===== src/rtl/noise_est_pkg.sv =====
`default_nettype none
// ============================================================================
// Module   : noise_est_pkg
// Brief    : Shared FSM state type and default geometry for the noise estimator.
// Revision : 1.0
// ============================================================================
package noise_est_pkg;

    typedef enum logic [2:0] {
        ST_IDLE      = 3'd0,
        ST_FILL      = 3'd1,
        ST_WAIT_MEAN = 3'd2,
        ST_DRAIN     = 3'd3,
        ST_WAIT_VAR  = 3'd4,
        ST_DONE      = 3'd5
    } seq_state_e;

    localparam int DEFAULT_TOTAL_SAMPLES    = 64;
    localparam int DEFAULT_BLOCKS_PER_FRAME = 2;

endpackage
`default_nettype wire


===== src/rtl/sample_counter.sv =====
`default_nettype none
// ============================================================================
// Module   : sample_counter
// Brief    : Modulo-MODULUS up-counter with clear, enable and terminal flag.
// Revision : 1.0
// ============================================================================
module sample_counter
    import noise_est_pkg::*;
#(
    parameter int MODULUS = 4,
    parameter int WIDTH   = 2
) (
    input  logic             clk,
    input  logic             rst,
    input  logic             clr_i,
    input  logic             en_i,
    output logic [WIDTH-1:0] count_o,
    output logic             last_o
);

    localparam logic [WIDTH-1:0] LAST_VAL = WIDTH'(MODULUS - 1);
    localparam logic [WIDTH-1:0] ONE      = WIDTH'(1);

    logic [WIDTH-1:0] count_q;
    logic [WIDTH-1:0] count_d;

    always_comb begin
        count_d = count_q;
        if (clr_i) begin
            count_d = '0;
        end else if (en_i) begin
            count_d = (count_q == LAST_VAL) ? '0 : count_q + ONE;
        end
    end

    always_ff @(posedge clk) begin
        if (rst) begin
            count_q <= '0;
        end else begin
            count_q <= count_d;
        end
    end

    assign count_o = count_q;
    assign last_o  = (count_q == LAST_VAL);

endmodule
`default_nettype wire


===== src/rtl/noise_block_sequencer.sv =====
`default_nettype none
// ============================================================================
// Module   : noise_block_sequencer
// Brief    : Sequences block fill, mean wait, variance drain and frame averaging.
// Revision : 1.0
// ============================================================================
module noise_block_sequencer
    import noise_est_pkg::*;
#(
    parameter int TOTAL_SAMPLES    = DEFAULT_TOTAL_SAMPLES,
    parameter int BLOCKS_PER_FRAME = DEFAULT_BLOCKS_PER_FRAME
) (
    input  logic                                clk,
    input  logic                                rst,
    input  logic                                start_of_frame,
    input  logic                                end_of_frame,
    input  logic                                pixel_valid,
    output logic                                pixel_ready,
    input  logic                                mean_ready,
    input  logic                                variance_ready,
    output logic                                mean_start,
    output logic                                shift_en,
    output logic                                shift_reg_clr,
    output logic                                variance_start,
    output logic                                noise_mean_en,
    output logic [$clog2(BLOCKS_PER_FRAME):0]   block_idx,
    output logic                                frame_done,
    output logic                                frame_error
);

    localparam int SW = $clog2(TOTAL_SAMPLES);
    localparam int BW = $clog2(BLOCKS_PER_FRAME) + 1;
    localparam logic [BW-1:0] LAST_BLOCK = BW'(BLOCKS_PER_FRAME - 1);

    seq_state_e state_q;
    seq_state_e state_d;
    logic       frame_error_q;
    logic       frame_error_d;

    logic          w_smp_clr;
    logic          w_smp_en;
    logic          w_smp_last;
    logic [SW-1:0] w_smp_cnt;
    logic          w_blk_clr;
    logic          w_blk_en;
    logic          w_blk_sat;
    logic [BW-1:0] w_blk_cnt;
    logic          w_active;

    // The sample counter also times the drain, since it wraps to 0 at the end of fill.
    sample_counter #(
        .MODULUS (TOTAL_SAMPLES),
        .WIDTH   (SW)
    ) u_sample_cnt (
        .clk     (clk),
        .rst     (rst),
        .clr_i   (w_smp_clr),
        .en_i    (w_smp_en),
        .count_o (w_smp_cnt),
        .last_o  (w_smp_last)
    );

    // One extra count lets the index reach BLOCKS_PER_FRAME and hold there.
    sample_counter #(
        .MODULUS (BLOCKS_PER_FRAME + 1),
        .WIDTH   (BW)
    ) u_block_cnt (
        .clk     (clk),
        .rst     (rst),
        .clr_i   (w_blk_clr),
        .en_i    (w_blk_en),
        .count_o (w_blk_cnt),
        .last_o  (w_blk_sat)
    );

    assign w_active = (state_q == ST_FILL) || (state_q == ST_WAIT_MEAN) ||
                      (state_q == ST_DRAIN) || (state_q == ST_WAIT_VAR);

    always_ff @(posedge clk) begin
        if (rst) begin
            state_q       <= ST_IDLE;
            frame_error_q <= 1'b0;
        end else begin
            state_q       <= state_d;
            frame_error_q <= frame_error_d;
        end
    end

    always_comb begin
        state_d        = state_q;
        frame_error_d  = frame_error_q;
        mean_start     = 1'b0;
        shift_en       = 1'b0;
        shift_reg_clr  = 1'b0;
        variance_start = 1'b0;
        noise_mean_en  = 1'b0;
        frame_done     = 1'b0;
        w_smp_clr      = 1'b0;
        w_smp_en       = 1'b0;
        w_blk_clr      = 1'b0;
        w_blk_en       = 1'b0;

        if (start_of_frame) begin
            shift_reg_clr = 1'b1;
            w_smp_clr     = 1'b1;
            w_blk_clr     = 1'b1;
            state_d       = ST_FILL;
            if (state_q == ST_IDLE) begin
                frame_error_d = 1'b0;
            end
        end else if (end_of_frame && w_active) begin
            shift_reg_clr = 1'b1;
            w_smp_clr     = 1'b1;
            w_blk_clr     = 1'b1;
            frame_error_d = 1'b1;
            state_d       = ST_IDLE;
        end else begin
            case (state_q)
                ST_FILL: begin
                    shift_en   = pixel_valid;
                    mean_start = pixel_valid && (w_smp_cnt == '0);
                    w_smp_en   = pixel_valid;
                    if (pixel_valid && w_smp_last) begin
                        state_d = mean_ready ? ST_DRAIN : ST_WAIT_MEAN;
                    end
                end
                ST_WAIT_MEAN: begin
                    if (mean_ready) begin
                        state_d = ST_DRAIN;
                    end
                end
                ST_DRAIN: begin
                    shift_en       = 1'b1;
                    variance_start = (w_smp_cnt == '0);
                    w_smp_en       = 1'b1;
                    if (w_smp_last) begin
                        state_d = ST_WAIT_VAR;
                    end
                end
                ST_WAIT_VAR: begin
                    if (variance_ready) begin
                        noise_mean_en = 1'b1;
                        w_blk_en      = !w_blk_sat;
                        if (w_blk_cnt == LAST_BLOCK) begin
                            state_d = ST_DONE;
                        end else begin
                            shift_reg_clr = 1'b1;
                            state_d       = ST_FILL;
                        end
                    end
                end
                ST_DONE: begin
                    frame_done = 1'b1;
                    state_d    = ST_IDLE;
                end
                ST_IDLE: begin
                    state_d = ST_IDLE;
                end
                default: begin
                    state_d = ST_IDLE;
                end
            endcase
        end
    end

    // Moore decode only: mean/variance handshakes never reach pixel_ready.
    assign pixel_ready = (state_q == ST_FILL);
    assign block_idx   = w_blk_cnt;
    assign frame_error = frame_error_q;

endmodule
`default_nettype wire


===== config.mk =====
export PLATFORM = sky130hd
export DESIGN_NAME = noise_block_sequencer
export DESIGN_NICKNAME = d
export VERILOG_FILES = /design/src/rtl/noise_est_pkg.sv /design/src/rtl/sample_counter.sv /design/src/rtl/noise_block_sequencer.sv
export SDC_FILE = /design/constraint.sdc
export NUM_CORES = 1
export LEC_CHECK = 0
export ABC_CLOCK_PERIOD_IN_PS = 4600
export BUFFER_PORTS_ARGS = -buffer_cell sky130_fd_sc_hd__buf_2
export CAP_MARGIN = 5
export CORE_MARGIN = 3
export CORE_UTILIZATION = 30
export DETAILED_ROUTE_END_ITERATION = 6
export GPL_ROUTABILITY_DRIVEN = 0
export GPL_TIMING_DRIVEN = 0
export MAX_ROUTING_LAYER = met4
export PLACE_DENSITY = 0.53
export SYNTH_ARGS = -nofsm -noshare
export SYNTH_HDL_FRONTEND = slang
export SYNTH_HIERARCHICAL = 1
export SYNTH_SLANG_ARGS = --single-unit

===== constraint.sdc =====
create_clock -name clk -period 4.6 [get_ports clk]
set_input_delay 0.92 -clock clk [delete_from_list [all_inputs] [get_ports clk]]
set_output_delay 0.92 -clock clk [all_outputs]
set_load 0.05 [all_outputs]

-- After elaboration in Yosys (flattened, before gate mapping)
Index checks and enable logic that the tools add are counted.
- word-level logic and storage cells: 80
- bits in registers: 12
- output and inout port bits: 10
- add/sub/neg operators: 2
- reduce and logical (&&, ||, !) cells: 15
- mux-type cells: 41
- eq/ne operators: 17
- operator list (cell ; count):
    $mux W1 ; 32
    $mux W3 ; 5
    $ne A4 B3 Y1 const B ; 3
    $pmux W3 S4 ; 1
    $reduce_and A4 Y1 ; 2
    $add A6 B1 Y6 const B ; 1
    $eq A3 B2 Y1 const B ; 2
    $eq A3 B3 Y1 const B ; 2
    $eq A6 B6 Y1 const B ; 1
    $logic_not A6 Y1 ; 1
    $mux W6 ; 1
    $ne A2 B2 Y1 const B ; 3
    $ne A2 B1 Y1 const B ; 2
    $ne A4 B2 Y1 const B ; 1
    $eq A3 B1 Y1 const B ; 1
    $logic_and A1 B1 Y1 ; 3
    $logic_not A3 Y1 ; 1
    $logic_or A1 B1 Y1 ; 3
    $reduce_or A3 Y1 ; 1
    $add A2 B1 Y2 const B ; 1
    $eq A2 B1 Y1 const B ; 1
    $eq A2 B2 Y1 const B ; 1
    $mux W2 ; 1
    $pmux W1 S2 ; 1
    4 further kinds ; 4

-- Longest topological paths before layout
Gate-level depths: netlist of run 1.
- depth after elaboration: 8
- gate-level depth with buffers: 7

-- Cells and area by module
Netlist of run 1, hierarchy kept.
- by module, submodules not included (module ; instances ; area each (um2) ; cells each):
    noise_block_sequencer ; 1 ; 387.9 ; 50
    sample_counter (u_sample_cnt) ; 1 ; 289.0 ; 30
    sample_counter (u_block_cnt) ; 1 ; 96.3 ; 9

-- Worst setup path after synthesis of run 1
No wires, ideal clock.
- kind: input -> output
- start: input port start_of_frame
- end: output port mean_start
- data arrival time: 2.475 ns
- required time: 3.680 ns
- path slack: 1.205 ns
- path buffers: 0
- cell stages on the path: 1
- cell sequence: nor4_1
- cells in the longest elaborated chain, start to end: 1
- RTL lines (item ; line ; source):
    from (decl) ; noise_block_sequencer.sv:15 ; input logic start_of_frame,
    $mux W1 ; noise_block_sequencer.sv:103 ; if (start_of_frame) begin
    to (decl) ; noise_block_sequencer.sv:21 ; output logic mean_start,
Every way passes these cells.

-- Worst setup path after layout of run 1
- start: input port start_of_frame
- end: output port shift_en
- cells in the longest elaborated chain, start to end: 1
- RTL lines (item ; line ; source):
    $mux W1 ; noise_block_sequencer.sv:103 ;
    to (decl) ; noise_block_sequencer.sv:22 ; output logic shift_en,
Every way passes these cells.

==> out/metrics.yaml, run 1 <==
status:
  status: "complete, no violations"
floorplan:
  core_area_mm2: 0.00232
  initial_core_util: 0.334
  pin_count: 17
  die_area_mm2: 0.00322
  dieWidth_um: 56.8
  die_h_um: 56.8
  rows: 17
timing:
  worst_slew_pin_slew_ns: 0.482
  max-slew-margin-rel: 0.677
  rsz0062_at_grt: "no"
  period_share: 0.671
  report.final.slew_viol_count: 0
  hold_viol: 0
  max_freq_mhz: 324
  skew_ns: 0.00730
  setup_viol: 0
  post-route-min-period_ns: 3.09
  fin_tns_setup_ns: 0
  hold_ws_ns: 0.526
logic_synthesis:
  yosys.area_share.simple: 0.383
  ys_warn_count: 6
  synthFlopType: "dfxtp_1"
  synth_compound_gate_area_share: 0.181
  synth_xor_area_frac: 0.0340
  synthCells: 89
  synth_top_family_by_area: "simple AND/OR/NAND/NOR gates"
  ys_ff_latch: 12
  synth_adder_area_share: 0.0162
  synth.mux.area_fraction: 0.0275
  synth_nets: 97
  async_reset_ff_frac: 0
  avgSynthCellArea_um2: 8.69
  synth-edff-count: 0
  yosysSeqAreaShare: 0.311
  yosys.cell_types.count: 38
  syn_area_um2: 773
routing:
  drt_iter0_drc: 8
  routed_via_density: 5.38
  ant_nets: 0
  drc: 0
  drt_first_pass_iters: 4
  route.detailed.wl_per_inst_um: 13.1
  via_count: 737
  wl_mm: 1.79
placement:
  place_hpwl_mm: 1.32
  placed_area_um2: 888
  placed_cells: 133
  port-buffer-count: 16
final_layout:
  register_area_um2: 240
  multiInputGateArea_um2: 497
  final_cell_area_um2: 925
  fin_cells: 137
  syn2layout_area_growth_pct: 19.6
  final_nets: 118
  fillCellCount: 253
  drive_above_1_share: 0.275
  n_antenna_cell: 0
worst_setup_path:
  cp_max_fo: 10
  endpoint_kind: "primary output"
  setup.worst_path.start_class: "input pin"
  worst-setup-path-type: "in -> out"
  cp_num_cells: 4
  required_ns: 3.68
  path_cells: "buf_2 -> a31o_2 -> nor2_1 -> buf_2"
  crit_path_max_incr_delay_ns: 0.42
  crit_arrival_ns: 2.17
  crit_path_frequent_cell: "buf_2"
  cpLargestDelayFamily: "buffers and inverters"
  ff2ff_path_depth: 7
  cp_slowest_cell: "nor2_1"
  cp.buffers_inverters: 2
grt:
  grt_pass1_wl_mm: 2.99
  antenna_found_initial: 0
  grt_max_degree: 11
  grtUsageTotal: 0.123
  gr-total-overflow: 0
  grt_pass1_vias: 677
pwr:
  power_density_mw_per_mm2: 248
  post-layout-total-power_mw: 0.229
  leakage_nw: 0.359
  peakVddDrop_mv: 0.154
hold_path:
  whs_path_depth: 2
  worst_hold_path_type: "reg -> reg"
clock_network:
  cts_num_sinks: 12
  clkTransAtPathRegs_ns: 0.08
  cts_resized: 0
  ctsHoldBuffers: 0
  clk_path_buf_depth: 2
  cts_setup_buffers: 0
  clockRootBuffer: "clkbuf_4"
  clk_latency_ns: 0.28
  numCtsBuffers: 3
  cts-htree-levels: 1
  tritoncts: "yes"
run:
  drv_cap: 0
worst min-delay path: stages, from the launching register on:
cell and delay (ns):
dfxtp_1 0.34, o21ai_0 0.08, a21oi_1 0.06
metal layers:
layer	track usage	share of wire	vias to the layer above
met5	-	0	-
met4	0.0298	0.010	0
met3	0.0483	0.066	2
met2	0.178	0.40	21
met1	0.159	0.52	341
li1	-	-	373
cell usage in the layout, fill, tap and decap left out, types with 3 or more instances in the layout:
cell type / Yosys / routed
nor3_1: 6 / 6
nor4_1: 3 / 3
clkbuf_4: 0 / 3
nand3b_1: 3 / 3
nand2_1: 3 / 3
inv_1: 4 / 4
o21ai_0: 7 / 7
a31oi_1: 3 / 3
dfxtp_1: 12 / 12
xor2_1: 3 / 3
nand2b_1: 4 / 4
buf_2: 1 / 17
a21oi_1: 3 / 3
nor2_1: 6 / 6
path summary, 6_finish.rpt:
check / from / endpoint / slack, ns
max: start_of_frame / shift_en / 1.51
min: u_sample_cnt/count_o[5]$_SDFFE_PP0P_ / u_sample_cnt/count_o[5]$_SDFFE_PP0P_ / 0.53
max reg2reg: state_q[0]$_SDFFE_PP0P_ / u_sample_cnt/count_o[5]$_SDFFE_PP0P_ / 2.34
min reg2reg: u_sample_cnt/count_o[5]$_SDFFE_PP0P_ / u_sample_cnt/count_o[5]$_SDFFE_PP0P_ / 0.53
kinds of logic after synthesis:
group / count (synthesis)
flip-flops: 12
buffers and inverters: 7
XOR/XNOR: 3
AO/OA/AOI/OAI: 21
adder cells (fa/ha/maj): 1
multiplexers: 2
AND/OR/NAND/NOR: 43
power by group:
group | internal (mW) | switching (mW) | total, mW
clock network | 0.0481 | 0.0388 | 0.0869
logic | 0.0109 | 0.0249 | 0.0359
registers | 0.105 | 0.00102 | 0.106
stage by stage:
step | util | setup WS (ns)
floorplan | - | 1.21
global placement | 0.383 | 1.52
detailed placement | 0.383 | 1.52
CTS | 0.399 | 1.53
global route | 0.399 | 1.43
finish | 0.399 | 1.51
cell type report:
| class | instances | area share |
|---|---|---|
| multi-input cells | 70 | 0.537 |
| flip-flops and latches | 12 | 0.260 |
| repair buffers | 16 | 0.0866 |
| clock buffers | 4 | 0.0392 |
| well taps | 28 | 0.0379 |
| plain buffers | 3 | 0.0230 |
| inverters | 4 | 0.0162 |
sequential cells by signal (all words and copies together) (netlist names):
| name | cells |
|---|---|
| frame_error | 1 |
| state_q | 3 |
| u_block_cnt/count_o | 2 |
| u_sample_cnt/count_o | 6 |
synth_stat cells (all sizes together), types with 3 or more instances:
cell | instances | share of area
dfxtp | 12 | 0.31
o21ai | 7 | 0.045
nor2 | 6 | 0.029
nor3 | 6 | 0.039
inv | 4 | 0.019
nand2 | 4 | 0.040
nand2b | 4 | 0.032
a211oi | 3 | 0.036
a21oi | 3 | 0.019
a31oi | 3 | 0.024
nand3b | 3 | 0.029
nand4 | 3 | 0.032
nor4 | 3 | 0.024
xor2 | 3 | 0.034
No activity file was read; power rests on OpenSTA's default activity.
==> run 2: changes to the inputs <==
--- a/config.mk
+++ b/config.mk
@@ -5,7 +5,8 @@
 export SDC_FILE = /design/constraint.sdc
 export NUM_CORES = 1
 export LEC_CHECK = 0
-export ABC_CLOCK_PERIOD_IN_PS = 4600
+export ABC_AREA = 1
+export ABC_CLOCK_PERIOD_IN_PS = 2800
 export BUFFER_PORTS_ARGS = -buffer_cell sky130_fd_sc_hd__buf_2
 export CAP_MARGIN = 5
 export CORE_MARGIN = 3
@@ -14,7 +15,7 @@
 export GPL_ROUTABILITY_DRIVEN = 0
 export GPL_TIMING_DRIVEN = 0
 export MAX_ROUTING_LAYER = met4
-export PLACE_DENSITY = 0.53
+export PLACE_DENSITY = 0.55
 export SYNTH_ARGS = -nofsm -noshare
 export SYNTH_HDL_FRONTEND = slang
 export SYNTH_HIERARCHICAL = 1
==> constraint.sdc (replaced) <==
create_clock -name clk -period 2.8 [get_ports clk]
set_input_delay 0.56 -clock clk [delete_from_list [all_inputs] [get_ports clk]]
set_output_delay 0.56 -clock clk [all_outputs]
set_load 0.05 [all_outputs]
==> out/metrics.yaml, run 2 <==
worst_setup_path:
  worst-setup-path-type: "reg -> out"
  setup.worst_path.start_class: "flop"
  required_ns: 2.24  # -1.44 ns
  endpoint_kind: "primary output"
  cp_max_fo: 7  # -3
  crit_arrival_ns: 1.91  # -0.26 ns
clock_network:
  ctsHoldBuffers: 0  # unchanged
  tritoncts: "yes"
  cts_num_sinks: 12  # unchanged
  cts-htree-levels: 1  # unchanged
  cts_setup_buffers: 0  # unchanged
  clockRootBuffer: "clkbuf_4"
  numCtsBuffers: 3  # unchanged
  clkTransAtPathRegs_ns: 0.08  # about the same
  clk_path_buf_depth: 2  # unchanged
  clk_latency_ns: 0.27  # about the same
floorplan:
  core_area_mm2: 0.00234  # +0.92%
  die_area_mm2: 0.00326  # +1.1%
  die_h_um: 57.1  # +0.57%
  dieWidth_um: 57.1  # +0.57%
  pin_count: 17  # unchanged
  rows: 17  # unchanged
  initial_core_util: 0.335  # +0.00125
timing:
  report.final.slew_viol_count: 0  # unchanged
  fin_tns_setup_ns: 0  # unchanged
  rsz0062_at_grt: "no"
  setup_ws_ns: 0.329  # -1.18 ns
  period_share: 0.883
  skew_ns: 0.00307  # -0.00423 ns
  worst_slew_pin_slew_ns: 0.370  # -0.112 ns
  max-slew-margin-rel: 0.753  # +0.0756
  post-route-min-period_ns: 2.47
  hold_viol: 0  # unchanged
  max_freq_mhz: 405
  setup_viol: 0  # unchanged
grt:
  grt_max_degree: 9  # -2
  grt_pass1_vias: 739  # +9.2%
  grt_pass1_wl_mm: 3.05  # +1.8%
  antenna_found_initial: 0  # unchanged
  grtUsageTotal: 0.118  # -0.00475
  gr-total-overflow: 0  # unchanged
logic_synthesis:
  avgSynthCellArea_um2: 6.27  # -28%
  synthCells: 125  # +40%
  synth_area_leaders: "dfxtp_1 31%, nand2_1 15%, nor2_1 9.6%, inv_1 5.8%, nand3_1 5.1%"
  ys_warn_count: 6  # unchanged
  synth_nets: 133  # +37%
  synth_top_area_frac: 0.307  # -0.00397
  synth_most_common_cell: "nand2_1"
  async_reset_ff_frac: 0  # unchanged
  yosys.cell_types.count: 23  # -39%
  synthFlopType: "dfxtp_1"
  yosysSeqAreaShare: 0.307  # -0.00397
  yosysTopAreaCell: "dfxtp_1"
  synth_commonest_cells: "32 x nand2_1, 20 x nor2_1, 12 x dfxtp_1, 12 x inv_1, 8 x nand3_1"
  ys_ff_latch: 12  # unchanged
  synth-edff-count: 0  # unchanged
  syn_area_um2: 783  # +1.3%
status:
  status: "complete, no violations"
run:
  drv_cap: 0  # unchanged
hold_path:
  worst_hold_path_type: "reg -> reg"
routing:
  via_count: 808  # +9.6%
  ant_nets: 0  # unchanged
  routed_via_density: 4.67  # -13%
  drc: 0  # unchanged
  drt_first_pass_iters: 4  # unchanged
  route.detailed.wl_per_inst_um: 10.6  # -19%
  drt_iter0_drc: 25  # +17
  wl_mm: 1.84  # +2.6%
pwr:
  p_int_mw: 0.274  # +67%
  pwr-share-comb: 0.182  # +0.025
  power_density_mw_per_mm2: 412  # +66%
  peakVddDrop_mv: 0.222  # +44%
  clkPwrFrac: 0.360  # -0.020
  p_switching_mw: 0.115  # +78%
  leakage_nw: 0.439  # +22%
  p_seq_frac: 0.457  # -0.007
  sw_frac_of_total: 0.297  # +0.0139
final_layout:
  syn2layout_area_growth_pct: 20.6
  n_antenna_cell: 0  # unchanged
  most-common-layout-cells: "32 x nand2_1, 20 x nor2_1, 16 x buf_2"
  final_nets: 154  # +31%
  largest_register_ffs: 6  # unchanged
  drive_above_1_share: 0.262  # -0.0132
  final_common_cell: "nand2_1"
placement:
  pre_cts_slack_ns: 0.402  # -1.12 ns
  place_hpwl_mm: 1.43  # +8.5%
  port-buffer-count: 16  # unchanged
==> run 2: area by class of cell <==
cell class                 instances  area, um^2
multi-input combinational         97         493
fill                             273        1400
timing repair buffer              16        80.1
inverter                          16        60.1
clock buffer                       4        36.3
sequential                        12         240
tap                               28        35.0
==> run 2: per-stage QoR <==
step | instances | hold WS (ns) | utilization | total power, mW | instance area, um^2
2_1_floorplan | 125 | 0.460 | - | 0.234 | 790
3_3_place_gp | 169 | 0.485 | 0.387 | 0.252 | 905
3_5_place_dp | 169 | 0.502 | 0.387 | 0.252 | 905
4_1_cts | 173 | 0.522 | 0.402 | 0.394 | 941
5_1_grt | 173 | 0.542 | 0.404 | 0.412 | 945
6_report | 173 | 0.512 | 0.404 | 0.389 | 945
==> run 2: cells by family after synthesis <==
group	synth area share
adder cells (fa/ha/maj)	0.0160
XOR/XNOR	0.0112
AO/OA/AOI/OAI	0.0863
buffers and inverters	0.0767
AND/OR/NAND/NOR	0.503
flip-flops	0.307
==> run 2: worst paths after layout <==
check                                               to  slack, ns                     start  depth (start not counted)
hold / removal                frame_error$_SDFFE_PP0P_       0.51  frame_error$_SDFFE_PP0P_                          2
setup / recovery                              shift_en       0.33   state_q[0]$_SDFFE_PP0P_                          7
hold reg to reg               frame_error$_SDFFE_PP0P_       0.51  frame_error$_SDFFE_PP0P_                          2
setup reg to reg  u_sample_cnt/count_o[4]$_SDFFE_PP0P_       0.91   state_q[0]$_SDFFE_PP0P_                         11
==> run 2: timing repair <==
item | 4_1_cts | 5_1_grt
gates resized for setup | 0 | 1
endpoints found under the setup margin | 0 | 1
endpoints found under the hold margin | 0 | 0
==> run 2: routing by layer <==
metal  part of all wire  vias to the layer above  global-route usage  routed length, um
met3              0.035                        2              0.0294                 64
li1                   -                      444                   -                  -
met5                  0                        -                   -                  0
met4             0.0076                        0              0.0331                 14
met1               0.49                      350               0.141                910
met2               0.46                       12               0.196                850
==> run 2: critical path: stages (launching register included) <==
cell     delay [ns]
dfxtp_1        0.49
nor2_2         0.10
nand2_2        0.14
nand2_2        0.08
nand2_4        0.08
nand2_4        0.08
a21oi_2        0.32
buf_2          0.34
==> run 2: power groups by stage <==
stage          clock network [mW]  logic (mW)  registers [mW]
6_report                    0.140      0.0710           0.178
3_5_place_dp                    0      0.0702           0.182
2_1_floorplan                   0      0.0516           0.183
4_1_cts                     0.145      0.0705           0.178
3_3_place_gp                    0      0.0699           0.182
5_1_grt                     0.155      0.0782           0.178
